### config.mk
export PLATFORM = sky130hd
export DESIGN_NAME = regheap_drain_64x16b_flat
export DESIGN_NICKNAME = d
export VERILOG_FILES = /design/src/rtl/regheap_pkg.sv /design/src/rtl/regheap_drain_64x16b_if.sv /design/src/rtl/regheap_beat_mux.sv /design/src/rtl/regheap_drain_64x16b.sv /design/src/flat_wrapper.sv
export SDC_FILE = /design/constraint.sdc
export NUM_CORES = 2
export LEC_CHECK = 0
export CAP_MARGIN = 10
export CORE_AREA = 8 8 428 430
export DETAILED_ROUTE_END_ITERATION = 8
export DIE_AREA = 0 0 436 438
export GPL_TIMING_DRIVEN = 1
export SYNTH_ARGS = -nofsm -noshare
export SYNTH_HDL_FRONTEND = slang
export SYNTH_SLANG_ARGS = --single-unit
### constraint.sdc
create_clock -name clk -period 81.9 [get_ports clk]
set_input_delay 8.19 -clock clk [delete_from_list [all_inputs] [get_ports clk]]
set_output_delay 8.19 -clock clk [all_outputs]
set_load 0.1 [all_outputs]
### src/rtl/regheap_pkg.sv
// Shared constants, FSM state type and lane helper for the 64x16b register-heap drain.
// Optional build macro used by consumers: REGHEAP_DRAIN_RELU_EN.
package regheap_pkg;

    localparam int LANES      = 64;
    localparam int LANE_W     = 16;
    localparam int HEAP_W     = LANES * LANE_W;
    localparam int BEAT_LANES = 4;
    localparam int BEAT_W     = BEAT_LANES * LANE_W;
    localparam int NBEATS     = LANES / BEAT_LANES;
    localparam int IDX_W      = $clog2(NBEATS);

    typedef enum logic [1:0] {
        IDLE   = 2'd0,
        WAIT_V = 2'd1,
        CLR    = 2'd2,
        STREAM = 2'd3
    } drain_state_t;

    // Negative lanes (sign bit set) collapse to zero; positive lanes pass through.
    function automatic logic [LANE_W-1:0] relu_lane(input logic [LANE_W-1:0] v);
        return v[LANE_W-1] ? '0 : v;
    endfunction

endpackage

### src/rtl/regheap_drain_64x16b_if.sv
// Heap-side and output-side signals of the register-heap drain.
// Handshake: a beat transfers on a clk edge where out_valid && out_ready; while
// out_valid is high and out_ready low, out_data/out_idx/out_last are held stable.
interface regheap_drain_64x16b_if;
    import regheap_pkg::*;

    logic                snap_req;
    logic                heap_data_v;
    logic [HEAP_W-1:0]   heap_data;
    logic                heap_halt;
    logic                heap_clr;
    logic                out_valid;
    logic                out_ready;
    logic [BEAT_W-1:0]   out_data;
    logic [IDX_W-1:0]    out_idx;
    logic                out_last;
    logic                busy;
    logic                snap_drop;

    modport master (
        input  snap_req, heap_data_v, heap_data, out_ready,
        output heap_halt, heap_clr, out_valid, out_data, out_idx, out_last,
               busy, snap_drop
    );

    modport slave (
        output snap_req, heap_data_v, heap_data, out_ready,
        input  heap_halt, heap_clr, out_valid, out_data, out_idx, out_last,
               busy, snap_drop
    );

endinterface

### src/rtl/regheap_beat_mux.sv
// Combinational beat selector: picks beat idx out of the snapshot and, when
// REGHEAP_DRAIN_RELU_EN is defined, clamps negative lanes to zero.
module regheap_beat_mux
    import regheap_pkg::*;
(
    input  logic [HEAP_W-1:0] snap,
    input  logic [IDX_W-1:0]  idx,
    output logic [BEAT_W-1:0] beat
);

    logic [BEAT_W-1:0] raw;

    assign raw = snap[idx*BEAT_W +: BEAT_W];

`ifdef REGHEAP_DRAIN_RELU_EN
    always_comb begin
        beat = '0;
        for (int k = 0; k < BEAT_LANES; k++) begin
            beat[k*LANE_W +: LANE_W] = relu_lane(raw[k*LANE_W +: LANE_W]);
        end
    end
`else
    assign beat = raw;
`endif

endmodule

### src/rtl/regheap_drain_64x16b.sv
// Drains the 64x16b register heap: halt, capture 1024-bit snapshot, clear heap, then
// stream 16 beats of 64 bits. Optional lane ReLU via REGHEAP_DRAIN_RELU_EN.
module regheap_drain_64x16b
    import regheap_pkg::*;
(
    input  logic                          clk,
    input  logic                          rst,
    regheap_drain_64x16b_if.master        bus,
    output drain_state_t                  state_dbg
);

    localparam logic [IDX_W-1:0] LAST_IDX = IDX_W'(NBEATS - 1);

    drain_state_t       state, state_nxt;
    logic [HEAP_W-1:0]  snap_q;
    logic [IDX_W-1:0]   idx_q;
    logic               drop_q;
    logic               halt_c;
    logic               clr_c;
    logic               valid_c;
    logic               capture_c;
    logic               accept;
    logic               at_last;
    logic [BEAT_W-1:0]  beat;

    assign at_last = (idx_q == LAST_IDX);
    assign accept  = valid_c && bus.out_ready;

    always_ff @(posedge clk or posedge rst) begin
        if (rst) begin
            state <= IDLE;
        end else begin
            state <= state_nxt;
        end
    end

    always_comb begin
        state_nxt = state;
        halt_c    = 1'b0;
        clr_c     = 1'b0;
        valid_c   = 1'b0;
        capture_c = 1'b0;
        case (state)
            IDLE: begin
                if (bus.snap_req) begin
                    state_nxt = WAIT_V;
                end
            end
            WAIT_V: begin
                halt_c = 1'b1;
                if (bus.heap_data_v) begin
                    capture_c = 1'b1;
                    state_nxt = CLR;
                end
            end
            CLR: begin
                halt_c    = 1'b1;
                clr_c     = 1'b1;
                state_nxt = STREAM;
            end
            STREAM: begin
                valid_c = 1'b1;
                if (bus.out_ready && at_last) begin
                    state_nxt = IDLE;
                end
            end
            default: state_nxt = IDLE;
        endcase
    end

    // The snapshot is private to the drain, so the heap may resume during STREAM.
    always_ff @(posedge clk or posedge rst) begin
        if (rst) begin
            snap_q <= '0;
        end else if (capture_c) begin
            snap_q <= bus.heap_data;
        end
    end

    always_ff @(posedge clk or posedge rst) begin
        if (rst) begin
            idx_q <= '0;
        end else if (state == CLR) begin
            idx_q <= '0;
        end else if (accept) begin
            idx_q <= at_last ? '0 : idx_q + 1'b1;
        end
    end

    // Any request outside IDLE is lost; the flag stays until reset.
    always_ff @(posedge clk or posedge rst) begin
        if (rst) begin
            drop_q <= 1'b0;
        end else if (bus.snap_req && (state != IDLE)) begin
            drop_q <= 1'b1;
        end
    end

    regheap_beat_mux u_beat_mux (
        .snap (snap_q),
        .idx  (idx_q),
        .beat (beat)
    );

    assign bus.heap_halt = halt_c;
    assign bus.heap_clr  = clr_c;
    assign bus.out_valid = valid_c;
    assign bus.out_data  = valid_c ? beat : '0;
    assign bus.out_idx   = valid_c ? idx_q : '0;
    assign bus.out_last  = valid_c && at_last;
    assign bus.busy      = (state != IDLE);
    assign bus.snap_drop = drop_q;
    assign state_dbg     = state;

endmodule

### src/flat_wrapper.sv
// flat-port wrapper written by rule: the top's interface ports become plain ports
module regheap_drain_64x16b_flat import regheap_pkg::*;
  (clk, rst, state_dbg, bus_snap_req, bus_heap_data_v, bus_heap_data, bus_out_ready, bus_heap_halt, bus_heap_clr, bus_out_valid, bus_out_data, bus_out_idx, bus_out_last, bus_busy, bus_snap_drop);
  regheap_drain_64x16b_if bus_i ();
  input  logic clk;
  input  logic rst;
  output drain_state_t state_dbg;
  input wire logic [$bits(bus_i.snap_req)-1:0] bus_snap_req;
  input wire logic [$bits(bus_i.heap_data_v)-1:0] bus_heap_data_v;
  input wire logic [$bits(bus_i.heap_data)-1:0] bus_heap_data;
  input wire logic [$bits(bus_i.out_ready)-1:0] bus_out_ready;
  output wire logic [$bits(bus_i.heap_halt)-1:0] bus_heap_halt;
  output wire logic [$bits(bus_i.heap_clr)-1:0] bus_heap_clr;
  output wire logic [$bits(bus_i.out_valid)-1:0] bus_out_valid;
  output wire logic [$bits(bus_i.out_data)-1:0] bus_out_data;
  output wire logic [$bits(bus_i.out_idx)-1:0] bus_out_idx;
  output wire logic [$bits(bus_i.out_last)-1:0] bus_out_last;
  output wire logic [$bits(bus_i.busy)-1:0] bus_busy;
  output wire logic [$bits(bus_i.snap_drop)-1:0] bus_snap_drop;
  assign bus_i.snap_req = bus_snap_req;
  assign bus_i.heap_data_v = bus_heap_data_v;
  assign bus_i.heap_data = bus_heap_data;
  assign bus_i.out_ready = bus_out_ready;
  assign bus_heap_halt = bus_i.heap_halt;
  assign bus_heap_clr = bus_i.heap_clr;
  assign bus_out_valid = bus_i.out_valid;
  assign bus_out_data = bus_i.out_data;
  assign bus_out_idx = bus_i.out_idx;
  assign bus_out_last = bus_i.out_last;
  assign bus_busy = bus_i.busy;
  assign bus_snap_drop = bus_i.snap_drop;
  regheap_drain_64x16b u_core (.clk(clk), .rst(rst), .bus(bus_i), .state_dbg(state_dbg));
endmodule
==> metrics.md <==
| Metric | Value |
|---|---|
| H-tree Lvls | 3 |
| Root Buffer | clkbuf_16 |
| Worst-case reg-to-reg path depth | 10 |
| Critical Path Source Type | flip-flop |
| CP Max Fanout | between 90 and 100 |
| Minimum clock period after layout | roughly 14000 ps |
| Drt wl/cell | 28.2 um |
| Pleak | approximately 25 nW |
| Core footprint | 177000 um2 |
| Num Clock Sinks | slightly above 1000 |
| Yosys top cell area share | a little under three fifths |
| Most common cell in the synthesized netlist | dfrtp_1 |
| Worst-path cell chain | buf_4 > buf_12 > mux4_2 > mux2i_1 > o21ai_0 > clkdlybuf4s50_1 |
| CP startpoint | u_core.idx_q[0] |
| Final hold violations | 0 |
| Post-CTS Setup Inserts | 0 |
| Top_reg_cell synth | dfrtp_1 |
| Post-Syn Instances | just under 3000 |
| Post-route clock period utilization | between 15 and 20% |
| Sum Neg Setup Slack | 0 ps |
| Hold Crit Class | reg2reg |
| Synth area leaders | dfrtp_1 (55%), mux2_2 (25%), mux4_2 (9.3%) |
| Crit path arrival time | about 5900 ps |
| Vias in the first global route | about 33000 |
| Slew headroom | between 10% and 20% |
| Clk buf depth | 3 |
| Flops & latches, synth | around 1000 |
| Post-synth ARST share | 100% |
| Routability Congestion | 0.839 |
| CP max-delay cell | clkdlybuf4s50_1 |
| Chip height | 438 um |
| Peak VDD IR | roughly 0.041 mV |
| Via Count | around 30000 |
| # DRC | 0 |
| List of most frequent post-synthesis cells | dfrtp_1 (1031), mux2_2 (1025), mux2i_1 (192), mux4_2 (192), buf_2 (134) |
| RSZ-0062 raised after global routing | no |
| HP Start | u_core.bus.snap_drop |
| Crit path max-delay family | buffers and inverters |
| Total Nets Final | slightly above 5000 |
| Post-Synthesis Cell Area | roughly 47000 um2 |
| Achievable frequency | between 0.07 and 0.08 GHz |
| Critical Path End Type | primary output |
| Number of synthesized flops with an enable pin | 0 |
| Initial antenna violation count | 68 |
| All-Layer GR Usage | a little under a fifth |
| DRT Pass-1 Iters | 5 |
| Worst Skew | 21.0 ps |
| Largest net degree at the start of global routing | ~170 |
| Total power | between 2 and 3 mW |
| Most area-hungry cell type in the Yosys netlist | dfrtp_1 |
| Layout Utilization | between 30% and 40% |
| Buf/Inv on CP | 3 |
| IO Port Bufs | 1104 |
| Max Slew Vio Count | 0 |
| Critical path data required time | ~74000 ps |
| Vias per inst | 4.61 |
| Layout cells sized above 1 | approximately 36% |
| Reg2reg setup slack | ~75000 ps |
| Hold EP | u_core.bus.snap_drop |
| Clk_lat worst skew | around 760 ps |
| PD cells | about 40 nW/um2 |
| DP Worst Slack | between 60000 and 70000 ps |
| Post-CTS Hold Buffers | 0 |
| Initial core utilization | between 20% and 30% |
| Resized cells post-CTS | 0 |
| Die Wd | around 440 um |
| Worst-Margin Slew | ~1200 ps |
| IO Count | between 1000 and 1500 |
| Avg Synthesized Cell Area | 15.8 um2 |
| Layout Area Growth over Synthesis | 37.7% |
| Syn. warnings | 0 |
| Max cap viols | 0 |
| HPWL Detailed | 140000 um |
| Worst-path clk slew | ~60 ps |
| Final setup fails | 0 |
| R2R Path Start | u_core.state_dbg[1] |
| Crit Path Category | reg2out |
| Aggregate global routing overflow | 0 |
| Worst Slack Setup Final | 67800 ps |
| Synthesized net count | around 4000 |
| CTS buffer count | roughly 120 |
| First-pass GRT wire length | roughly 250000 um |
| Sequential fraction of the synthesis area | 55.5% |
| Yosys cell types | 28 |
| Critical R2R Capture | u_core.snap_q[597] |
| CTS tree | done |
| Initial drt markers | 1722 |
| Total die area | around 190000 um2 |
| Status | finished, final reports clean |
| DRT antenna net count | 0 |
| FP Rows | between 150 and 200 |
| WHS Path Cells | 1 |
| Delay of the slowest cell on the worst path | 1300 ps |
| Wirelength, routed | 184000 um |
[metal layers]
metal	wire length (um)	GRT usage (%)
met1	66000	20.1
met4	5340	6.28
met5	253	0
met2	100000	34.4
met3	12000	5.21
[cell type report]
class,count,area (um2)
antenna,43,108
fill,17083,113000
tap,2355,2950
clock inverter,44,519
timing repair buffer,1154,11500
multi-input combinational,1701,19600
inverter,8,37.5
clock buffer,172,3530
sequential,1031,25800
[metrics by stage]
stage,instance area [um2],std cells,hold slack [ps]
3_5_place_dp,59900,6249,443
4_1_cts,63900,6465,455
2_1_floorplan,46500,2953,474
3_3_place_gp,59900,6249,448
6_report,64000,6508,452
5_1_grt,64000,6496,500
[worst reg2reg max path, stage by stage, from the launching register on]
cell,delay [ps]
dfrtp_1,420
inv_1,80
ha_1,230
nand2_4,500
buf_4,840
buf_4,800
buf_4,760
buf_4,840
buf_4,830
buf_4,820
mux2_2,480
[cells by family (layout without fill, tap and decap cells)]
kind of cell               Yosys count  after routing  synth area share (%)
DFF                               1031           1031                  55.5
AOI/OAI and AO/OA                  138            138                  1.86
xor gates and xnor gates             1              1                0.0188
and+or+nand+nor                    148            148                  1.76
buffers and inverters              221           1378                  2.51
other                                0             43                     0
muxes                             1409           1409                  38.2
adders and majority gates            5              5                 0.135
[where the power goes]
part / switching (mW) / internal, mW
registers: 0.160 / 0.772
logic: 0.532 / 0.537
clock network: 0.223 / 0.328
total: 0.915 / 1.64
[worst max-delay path by stage]
stage | end | slack (ps) | cells after the start
5_1_grt | bus_out_data[37] | 67360 | 6
2_1_floorplan | u_core.bus.snap_drop | 44700 | 1
6_report | bus_out_data[37] | 67800 | 6
3_5_place_dp | u_core.snap_q[796] | 67220 | 9
3_3_place_gp | u_core.snap_q[792] | 67230 | 9
4_1_cts | bus_out_data[41] | 67380 | 6
[placed cells by master (no fill, tap or decap), drive strengths merged]
| master | netlist | final |
|---|---|---|
| a21o | 1 | 1 |
| a21oi | 5 | 5 |
| a22oi | 63 | 63 |
| and2 | 3 | 3 |
| buf | 166 | 54 |
| bufinv | 0 | 10 |
| clkbuf | 47 | 172 |
| clkdlybuf4s50 | 0 | 1100 |
| clkinv | 0 | 28 |
| clkinvlp | 0 | 3 |
| dfrtp | 1031 | 1031 |
| diode | 0 | 43 |
| ha | 5 | 5 |
| inv | 8 | 11 |
| mux2 | 1025 | 1025 |
| mux2i | 192 | 192 |
| mux4 | 192 | 192 |
| nand2 | 5 | 5 |
| nand2b | 65 | 65 |
| nand3 | 67 | 67 |
| nor2 | 5 | 5 |
| nor2b | 1 | 1 |
| nor3b | 1 | 1 |
| o211ai | 1 | 1 |
| o21ai | 65 | 65 |
| o221a | 1 | 1 |
| o31ai | 1 | 1 |
| o32a | 1 | 1 |
| or3 | 1 | 1 |
| xor2 | 1 | 1 |
[sequential cells by signal (all words and copies together) (netlist names)]
| register | count |
|---|---|
| u_core.snap_q | 1024 |
| u_core.state_dbg | 2 |
| u_core.bus.snap_drop | 1 |
| u_core.idx_q | 4 |
Note: power is estimated with default switching activity, not from simulation.
